==> src/rtl/demux_stream_1to32_pkg.sv <==
// Shared widths and FSM encoding for the 1-to-32 stream collector.
package demux_stream_1to32_pkg;

  localparam int DATA_W = 17;
  localparam int LANES  = 32;
  localparam int SEL_W  = 8;
  localparam int IDX_W  = $clog2(LANES);

  typedef enum logic [1:0] {
    ST_IDLE = 2'd0,
    ST_FILL = 2'd1,
    ST_HOLD = 2'd2
  } state_t;

endpackage

==> src/rtl/demux_stream_1to32_lane_reg.sv <==
// One lane of the collector: a plain enabled register, so only the
// addressed lane toggles on a write.
module demux_lane_reg
  import demux_stream_1to32_pkg::*;
(
  input  logic              clk,
  input  logic              rst,
  input  logic              we,
  input  logic [DATA_W-1:0] d,
  output logic [DATA_W-1:0] q
);

  always_ff @(posedge clk) begin
    if (rst)     q <= '0;
    else if (we) q <= d;
  end

endmodule

==> src/rtl/demux_stream_1to32.sv <==
// Stream-to-frame collector: steers valid/ready words into 32 lane registers
// (auto-increment or explicit select) and holds the frame until acknowledged.
//
// state   | meaning
// --------+---------------------------------------------------------
// ST_IDLE | no frame in progress, waiting for start
// ST_FILL | accepting words into lanes
// ST_HOLD | frame complete, out_data stable until out_ack
module demux_stream_1to32
  import demux_stream_1to32_pkg::*;
(
  input  logic                    clk,
  input  logic                    rst,
  input  logic                    start,
  input  logic                    sel_mode,
  input  logic                    in_valid,
  output logic                    in_ready,
  input  logic [DATA_W-1:0]       in_data,
  input  logic [SEL_W-1:0]        in_sel,
  output logic [LANES*DATA_W-1:0] out_data,
  output logic [LANES-1:0]        lane_vld,
  output logic                    frame_done,
  input  logic                    out_ack,
  output logic [SEL_W-1:0]        cur_sel,
  output logic                    err_sel
);

  state_t             state, state_nxt;
  logic               sel_mode_q;
  logic               accept, start_fire, sel_ok, wr_en, err_fire, last_auto;
  logic [IDX_W-1:0]   wr_idx;
  logic [LANES-1:0]   wr_onehot, vld_after;

  always_ff @(posedge clk) begin
    if (rst) state <= ST_IDLE;
    else     state <= state_nxt;
  end

  always_comb begin
    state_nxt = state;
    case (state)
      ST_IDLE: if (start) state_nxt = ST_FILL;
      ST_FILL: if (wr_en && (sel_mode_q ? (&vld_after) : last_auto)) state_nxt = ST_HOLD;
      ST_HOLD: if (out_ack) state_nxt = start ? ST_FILL : ST_IDLE;
      default: state_nxt = ST_IDLE;
    endcase
  end

  always_comb begin
    in_ready   = (state == ST_FILL);
    frame_done = (state == ST_HOLD);
  end

  // Write decode: an out-of-range explicit select is accepted but dropped.
  always_comb begin
    accept     = in_valid && in_ready;
    start_fire = start && ((state == ST_IDLE) || ((state == ST_HOLD) && out_ack));
    sel_ok     = !sel_mode_q || (in_sel < SEL_W'(LANES));
    wr_en      = accept && sel_ok;
    err_fire   = accept && !sel_ok;
    last_auto  = (cur_sel == SEL_W'(LANES - 1));
    wr_idx     = sel_mode_q ? in_sel[IDX_W-1:0] : cur_sel[IDX_W-1:0];
    wr_onehot  = '0;
    if (wr_en) wr_onehot[wr_idx] = 1'b1;
    vld_after  = lane_vld | wr_onehot;
  end

  always_ff @(posedge clk) begin
    if (rst) begin
      sel_mode_q <= 1'b0;
      cur_sel    <= '0;
      lane_vld   <= '0;
      err_sel    <= 1'b0;
    end else begin
      err_sel <= err_fire;
      if (start_fire) begin
        sel_mode_q <= sel_mode;
        cur_sel    <= '0;
        lane_vld   <= '0;
      end else if (wr_en) begin
        lane_vld <= vld_after;
        if (!sel_mode_q) cur_sel <= last_auto ? '0 : cur_sel + SEL_W'(1);
      end
    end
  end

  for (genvar i = 0; i < LANES; i++) begin : g_lane
    demux_lane_reg u_lane (
      .clk (clk),
      .rst (rst),
      .we  (wr_onehot[i]),
      .d   (in_data),
      .q   (out_data[i*DATA_W +: DATA_W])
    );
  end

endmodule

==> config.mk <==
export PLATFORM = sky130hd
export DESIGN_NAME = demux_stream_1to32
export DESIGN_NICKNAME = d
export VERILOG_FILES = /design/src/rtl/demux_stream_1to32_pkg.sv /design/src/rtl/demux_stream_1to32_lane_reg.sv /design/src/rtl/demux_stream_1to32.sv
export SDC_FILE = /design/constraint.sdc
export NUM_CORES = 1
export LEC_CHECK = 0
export CAP_MARGIN = 5
export CORE_AREA = 2 2 238 240
export CTS_CLUSTER_SIZE = 8
export DETAILED_ROUTE_END_ITERATION = 8
export DIE_AREA = 0 0 240 242
export HOLD_SLACK_MARGIN = 0.06
export PLACE_DENSITY_LB_ADDON = 0.1
export REMOVE_ABC_BUFFERS = 1
export SKIP_CTS_REPAIR_TIMING = 1
export SLEW_MARGIN = 20
export SYNTH_ARGS = -nofsm -noshare
export SYNTH_HDL_FRONTEND = slang
export SYNTH_SLANG_ARGS = --single-unit
==> constraint.sdc <==
create_clock -name clk -period 2.9 [get_ports clk]
set_input_delay 0.58 -clock clk [delete_from_list [all_inputs] [get_ports clk]]
set_output_delay 0.58 -clock clk [all_outputs]
set_load 0.01 [all_outputs]
==> results.md <==
* Status: finished, final reports clean
* Post-synth top area share at 0.5688
* Sequential share of the synthesized area at 0.5688
* Wire length per cell at 21.57 µm
* Antenna violations before repair at 1
* Area share of fa/ha/maj cells after synthesis at 0.0006046
* Max Transition Viols Final at 0
* DIE AREA at 0.05808 mm²
* Cells on worst reg2reg path at 10
* Utilization of the core after routing at 0.5482
* Critical path launch point type: input pin
* Yosys reg bits at 588
* Largest net degree at the start of global routing at 147
* Gr ovfl total at 0
* CP Max Fanout at 15
* Ys flop type: dfxtp_1
* Reg clk slew, reported paths at 0.05 ns
* Max-Cap Viols at 0
* Critical path's slowest cell: nor4_1
* Num CTS Buffers at 83
* Tmin final at 2.705 ns
* Clk sinks at 588
* Slowest stage delay, CP at 0.52 ns
* Period utilization at 0.9326
* Die Height at 242 µm
* Io pins at 618
* Crit. path cell count at 10
* Post-Syn Instances at 2672
* Initial Util at 0.3713
* Crit path cell chain: clkdlybuf4s50_1 -> o31a_1 -> buf_12 -> nor3_4 -> buf_12 -> and3_1 -> nor2_1 -> nor4_1 -> and4_1 -> o221ai_1
* Sequential power share at 0.462
* Synth Warn # at 0
* Commonest non-fill, non-tap cells in the layout: 1105 x nand2_1, 599 x clkdlybuf4s50_1, 587 x dfxtp_1
* First-iteration detailed-routing DRC count at 1532
* Width of the chip at 240 µm
* Synth Area in Compound Gates at 0.1419
* Mean cell area of the mapped netlist at 7.746 µm²
* Via Count at 20650
* Slew margin rel. at 0.3009
* Pre-Repair DR Iteration Count at 6
* Post-Syn Area at 0.02070 mm²
* Switching Share at 0.2331
* Mux cell area share after synthesis at 0.001511
* CTS Buffer Depth at 3
* Ys async rst share at 0
* CP most frequent cell: buf_12
* Critical Path RT at 3.37 ns
* Area contributors post-synth: dfxtp_1 57%, nand2_1 20%, a21oi_1 13%
* Xor and xnor area share after synthesis at 0.002116
* NetSw at 4.129 mW
* Largest delay share family, worst path: simple AND/OR/NAND/NOR gates
* Final Setup Violations at 0
* TritonCTS clock tree: built
* RSZ-0062 raised after global routing: false
* Leak at 10.23 nW
* # DRC at 0
* Main combinational cell family by area after synthesis: simple AND/OR/NAND/NOR gates
* Global-route wire length before repair at 126600 µm
* Final hold slack at 0.2829 ns
* Cell Pwr Density at 579.6 mW/mm²
* Sum of buffers and inverters on the critical path at 3
* Worst skew pair latency at 0.62 ns
* Mean number of vias per cell at 5.112
* Final-stage net count at 3306
* Clock Power Share at 0.486
* H-Tree Depth at 3
* Placed inst area at 0.02826 mm²
* Hold Path Depth at 3
* # port buffers at 617
* Internal Power at 13.58 mW
* Final HPWL DP at 59060 µm
* Crit path capture type: flip-flop
* WL final at 87160 µm
* Final Cell Area at 0.03056 mm²
* Final Hold Viols at 0
* Commonest non-fill, non-tap cell in the layout: nand2_1
* Fmax achieved at 369.7 MHz
* Synth unique cells at 40
* Area Overhead vs Synth at 47.64%
* Fraction of layout cells with a size suffix above 1 at 0.07495
* Total core area at 0.05573 mm²
* Clk Tree Root Cell: clkbuf_16
* Worst slew pin tran at 1.049 ns
* Clk_skew at 0.01602 ns
* Setup tns final at 0 ns
* Power Total at 17.71 mW
* EDFF count, synth at 0
* RD Place Congestion at 0.8512
* Simple-gate portion of the synthesized area at 0.2415
* Peak supply drop at 0.3665 mV
* Number of global-route vias before repair at 19380
* Post-DRT Antenna Nets at 0
* CP Class: input pin to flip-flop
* Post-synth top area cell: dfxtp_1
* HP Class: input pin to flip-flop
* CP arrival at 3.17 ns
* Comb pwr share at 0.052
* Global-route usage over all layers at 0.2896
* Number of cell rows at 87
-- power by group through the flow --
stage / registers, mW / clock network [mW] / logic [mW]
6_report: 8.18 / 8.61 / 0.920
5_1_grt: 8.17 / 9.11 / 0.970
3_5_place_dp: 8.34 / 0 / 0.908
3_3_place_gp: 8.34 / 0 / 0.902
2_1_floorplan: 8.35 / 0 / 0.187
4_1_cts: 8.18 / 8.78 / 0.909
-- flip-flops by register name, indices dropped and copies added, names as in the netlist --
signal / cells
sel_mode_q: 1
g_lane.u_lane.q: 544
cur_sel: 8
state: 2
lane_vld: 32
err_sel: 1
-- area by class of cell --
| cell class | instances | area [µm²] |
|---|---|---|
| clock inverters | 4 | 61.31 |
| flip-flops and latches | 588 | 11770 |
| diodes | 2 | 5.005 |
| fillers | 5127 | 25180 |
| inverters | 7 | 26.28 |
| repair buffers | 742 | 7497 |
| well taps | 756 | 945.9 |
| clock buffers | 89 | 2142 |
| multi-input cells | 1852 | 8105 |
-- metal layers --
metal	part of all wire	up-vias	track usage	wire [µm]
met4	0.035	0	0.1103	3046
met2	0.47	816	0.4706	40760
met3	0.091	146	0.08238	7942
met1	0.41	9919	0.3627	35400
li1	-	9773	-	-
met5	0	-	0	0
-- metrics by stage --
| stage | setup WS, ns | cells |
|---|---|---|
| after floorplan | -0.3571 | 2447 |
| after global placement | -0.4306 | 3937 |
| after detailed placement | -0.3974 | 3937 |
| after CTS | 0.06283 | 4030 |
| after global routing | 0.04874 | 4039 |
| final | 0.1954 | 4040 |
-- synth_stat cells, types with 2 or more instances --
library cell	count
nor3_2	2
xor2_1	2
a31oi_1	2
nand3b_1	3
clkbuf_1	185
and2_1	7
a2111oi_4	2
nor2b_1	3
dfxtp_1	588
nand2b_1	3
nand4_1	2
xnor2_1	3
nor4_1	8
nor3_1	2
a21oi_1	547
nand2_1	1106
and3_1	29
buf_1	16
nor2_1	76
o22ai_1	7
nand3_1	29
o32ai_1	3
mux2i_1	2
inv_1	7
buf_2	23
-- worst reg2reg max path, delay by kind of cell, from the launching register on --
family / cells / cell delay, ns
compound gates: 2 / 0.28
buf+inv: 3 / 0.52
flops: 1 / 0.39
simple gates: 5 / 1.27
-- final timing paths --
kind | to | slack [ns] | startpoint
setup / recovery | state[0] | 0.20 | in_sel[6]
hold / removal | g_lane[2].u_lane.q[11] | 0.28 | in_data[11]
setup reg to reg | state[0] | 0.29 | sel_mode_q
hold reg to reg | g_lane[28].u_lane.q[4] | 0.45 | g_lane[28].u_lane.q[4]
-- cell families (layout without fill, tap and decap cells) --
kind of cell / Yosys count / after routing
simple gates: 1275 / 1275
flops: 588 / 588
compound gates: 568 / 568
buf+inv: 232 / 842
xor+xnor: 5 / 5
mux: 3 / 3
fa+ha+maj: 1 / 1
other cells: 0 / 2
Note: power is estimated with default switching activity, not from simulation.
==> variant 1: new RTL, same settings <==
Register the output `err_sel` once more, cleared by the reset; this adds one clock of latency there. The other outputs are not delayed to match.
--- a/src/rtl/demux_stream_1to32.sv
+++ b/src/rtl/demux_stream_1to32.sv
@@ -24,6 +24,8 @@
   output logic [SEL_W-1:0]        cur_sel,
   output logic                    err_sel
 );
+
+  logic err_sel_s0;
 
   state_t             state, state_nxt;
   logic               sel_mode_q;
@@ -70,9 +72,9 @@
       sel_mode_q <= 1'b0;
       cur_sel    <= '0;
       lane_vld   <= '0;
-      err_sel    <= 1'b0;
+      err_sel_s0 <= 1'b0;
     end else begin
-      err_sel <= err_fire;
+      err_sel_s0 <= err_fire;
       if (start_fire) begin
         sel_mode_q <= sel_mode;
         cur_sel    <= '0;
@@ -94,5 +96,13 @@
     );
   end
 
+  always_ff @(posedge clk) begin
+    if (rst) begin
+      err_sel <= '0;
+    end else begin
+      err_sel <= err_sel_s0;
+    end
+  end
+
 endmodule
 
Formal check against the unedited RTL: not equivalent (a bounded check fails within 4 cycles, from zero or initial values and one cycle with rst high).
==> variant 1 against the original RTL <==
  * Clock power shrank 0.5%
  * Final cell count grew 1.0%
  * Global-route usage grew 0.078 points
  * Area after synthesis grew 0.28%
  * Wire length grew 0.74%
  * Setup slack lost 0.14 ns
  * Count of clock-buffer cells in the layout shrank 2
  * Core utilization grew 1.4 points
  * Synthesized cell count is the same
  * Power shrank 1.1%
  * Sequential cell count grew 1
  * Design area grew 2.6%
==> variant 1: results (changes against the original RTL) <==
| Metric | Value |
|---|---|
| Layout clock area frac | 7.038% (-0.17 points) |
| Synth area leaders | dfxtp_1 57%, nand2_1 20%, a21oi_1 14% |
| Drt first pass iters | 5 (-1) |
| Pleak | 0.01048 uW (+2.5%) |
| Synth Register Bits | 589 (+0.17%) |
| Vias in the first global route | 19360 (-0.12%) |
| Grt met2 use | 46.75% (-0.31 points) |
| Antenna diode count | 5 (+3) |
| Power Combinational | 785 uW (-15%) |
| Register area | 11790 um2 (+0.17%) |
| Worst VDD drop | 0.4707 mV (+28%) |
| Global Route Usage Sum | 29.03% (+0.078 points) |
| Clkbuf count | 87 (-2.2%) |
| Clock group | 8570 uW (-0.5%) |
| Status | finished clean |
| Final nets | 3347 (+1.2%) |
| Hold_ws | 0.3863 ns (+0.1035 ns) |
| Dpl hpwl | 60040 um (+1.7%) |
| First-pass GRT wire length | 127100 um (+0.43%) |
| WS Path Type | flip-flop to flip-flop |
| Plain + repair buffers | 783 (+5.5%) |
| Placed inst area | 28990 um2 (+2.6%) |
| Clk_skew | 0.02286 ns (+0.006838 ns) |
| Gpl congestion | 0.8765 (+3.0%) |
| Initial drt markers | 1429 (-6.7%) |
variant 1: changes by cell type in the layout (fill, tap and decap cells not counted), moves of 6 or more:
| cell | before | now |
|---|---|---|
| and2_1 | 7 | 31 |
| and3_1 | 29 | 1 |
| inv_1 | 7 | 1 |
| nand2_1 | 1105 | 1126 |
| buf_12 | 37 | 65 |
| a21oi_1 | 547 | 564 |
| nor2_1 | 76 | 59 |
| buf_4 | 88 | 95 |
| nand3_1 | 29 | 0 |
variant 1: metrics by stage:
stage               instances  power [uW]  setup WS, ns
finish                   4082       17520       0.05408
global route             4082       18040     -0.001267
CTS                      4070       17660      -0.05444
detailed placement       3979        9103       -0.6967
global placement         3979        9095       -0.6656
floorplan                2447        8461       -0.6086
variant 1: kinds of logic (layout without fill, tap and decap cells):
logic type	Yosys count	in the layout	share of synthesized area, %
simple gates	1262	1262	23.89
mux	5	5	0.2532
compound gates	585	585	14.66
xor+xnor	4	4	0.1688
fa+ha+maj	1	1	0.06028
buf+inv	226	875	4.160
other cells	0	5	0
flops	589	589	56.82
==> variant 2: new RTL, same flow settings <==
Made on the original files. The package constant `SEL_W` goes from 8 to 9.
--- a/src/rtl/demux_stream_1to32_pkg.sv
+++ b/src/rtl/demux_stream_1to32_pkg.sv
@@ -3,7 +3,7 @@
 
   localparam int DATA_W = 17;
   localparam int LANES  = 32;
-  localparam int SEL_W  = 8;
+  localparam int SEL_W  = 9;
   localparam int IDX_W  = $clog2(LANES);
 
   typedef enum logic [1:0] {
Ports: changed (resized cur_sel and in_sel); port bits go from 618 to 620. No check against the original RTL was run, so the function may have changed too.
==> variant 2 against the original RTL <==
  * Count of clock-buffer cells in the layout fell by 2
  * Global-route usage grew 0.40 points
  * Area after synthesis increased by 0.82%
  * Design area grew 0.96%
  * Setup slack worse by 0.17 ns
  * Critical path depth shrank 1
  * Sequential cell count rose by 1
  * Power increased by 0.23%
  * Wire length up 1.0%
  * Worst hold slack better by 0.12 ns
  * Largest cell class unchanged
==> variant 2: results (changes against the original RTL) <==
| Metric | Value |
|---|---|
| Met3 GRT Util | 9.173% (+0.93 points) |
| NonClk Buf Share | 24.58% (+0.042 points) |
| Register area | 11790 um2 (+0.16%) |
| Biggest regs | g_lane.u_lane.q x544, lane_vld x32, cur_sel x9 |
| R2r setup slk | 0.22 ns (-0.07 ns) |
| Share of cells above drive strength 1 | 8.496% (+1.0 points) |
| Post-synth top cells | 939 x nand2_1, 589 x dfxtp_1, 463 x a21oi_1, 186 x clkbuf_1, 159 x nor2_1 |
| DP Cell Count | 3885 (-1.3%) |
| Logic inverters | 6 (-1) |
| Worst VDD drop | 0.4642 mV (+27%) |
| Largest net degree at the start of global routing | 84 (-43%) |
| Layout clock area frac | 7.142% (-0.069 points) |
| Antenna diode count | 4 (+2) |
| Worst-Margin Slew | 0.6983 ns (-0.3504 ns) |
| Vias in the first global route | 19390 (+0.067%) |
| DR WL met2 | 41100 um (+0.82%) |
| Global Route Usage Sum | 29.36% (+0.40 points) |
| Synth area leaders | dfxtp_1 57%, nand2_1 17%, a21oi_1 11% |
| Syn-to-layout area delta | 47.84% |
| Plain + repair buffers | 760 (+2.4%) |
| First-pass GRT wire length | 128200 um (+1.3%) |
| Reg power frac | 46.1% (about the same) |
| Initial drt markers | 1396 (-8.9%) |
| Port bufs | 619 (+0.32%) |
| Syn avg cell area | 8.047 um2 (+3.9%) |
| Layout fillers | 5171 (+0.86%) |
| Clk_skew | 0.01637 ns (+0.0003460 ns) |
| Post-place setup slack | -0.6130 ns (-0.2156 ns) |
| Placed inst area | 28540 um2 (+1.0%) |
| Clkbuf count | 87 (-2.2%) |
| Final Non-Filler Cells | 3985 (-1.4%) |
| Sequential power | 8190 uW (about the same) |
| Status | finished clean |
| Total length of routed wires | 88070 um (+1.0%) |
| Slowest CP cell | o41a_1 |
| Register area share after synthesis | 56.51% (-0.37 points) |
| Cell area after synthesis | 20870 um2 (+0.82%) |
| Dpl hpwl | 59480 um (+0.71%) |
| Critical path's largest stage delay | 0.58 ns (+0.06 ns) |
| Synth cell types | 50 (+25%) |
| Multi-input gate area | 8294 um2 (+2.3%) |
| Final nets | 3251 (-1.7%) |
| Multi-input gate count | 1778 (-4.0%) |
| # clock sinks | 589 (+0.17%) |
| CP max FO | 6 (-9) |
| Grt met2 use | 47.62% (+0.56 points) |
| Via count | 20410 (-1.2%) |
| Initial antenna violation count | 3 (+2) |
| Pleak | 0.01041 uW (+1.8%) |
| Hold_ws | 0.4020 ns (+0.1192 ns) |
| GR Layer Usage met1 | 36.39% (+0.12 points) |
| Routed length on met1 | 35940 um (+1.5%) |
| Clock group | 8600 uW (about the same) |
| Drt first pass iters | 5 (-1) |
| Final WS setup | 0.02443 ns (-0.1710 ns) |
variant 2: path summary, 6_finish.rpt:
| kind | start | endpoint | cells after the start |
|---|---|---|---|
| max | in_sel[6] | state[0] | 9 |
| min | rst | g_lane[4].u_lane.q[1] | 2 |
| max reg2reg | sel_mode_q | state[0] | 10 |
| min reg2reg | g_lane[29].u_lane.q[0] | g_lane[29].u_lane.q[0] | 2 |
variant 2: cell families (layout without fill, tap and decap cells):
| kind of cell | after synthesis | in the layout | synth area share [%] |
|---|---|---|---|
| AO/OA/AOI/OAI | 493 | 493 | 12.20 |
| XOR/XNOR | 5 | 5 | 0.2099 |
| adder cells (fa/ha/maj) | 1 | 1 | 0.05995 |
| buffers and inverters | 226 | 858 | 4.173 |
| flip-flops | 589 | 589 | 56.51 |
| multiplexers | 88 | 88 | 4.227 |
| other | 0 | 4 | 0 |
| AND/OR/NAND/NOR | 1191 | 1191 | 22.62 |
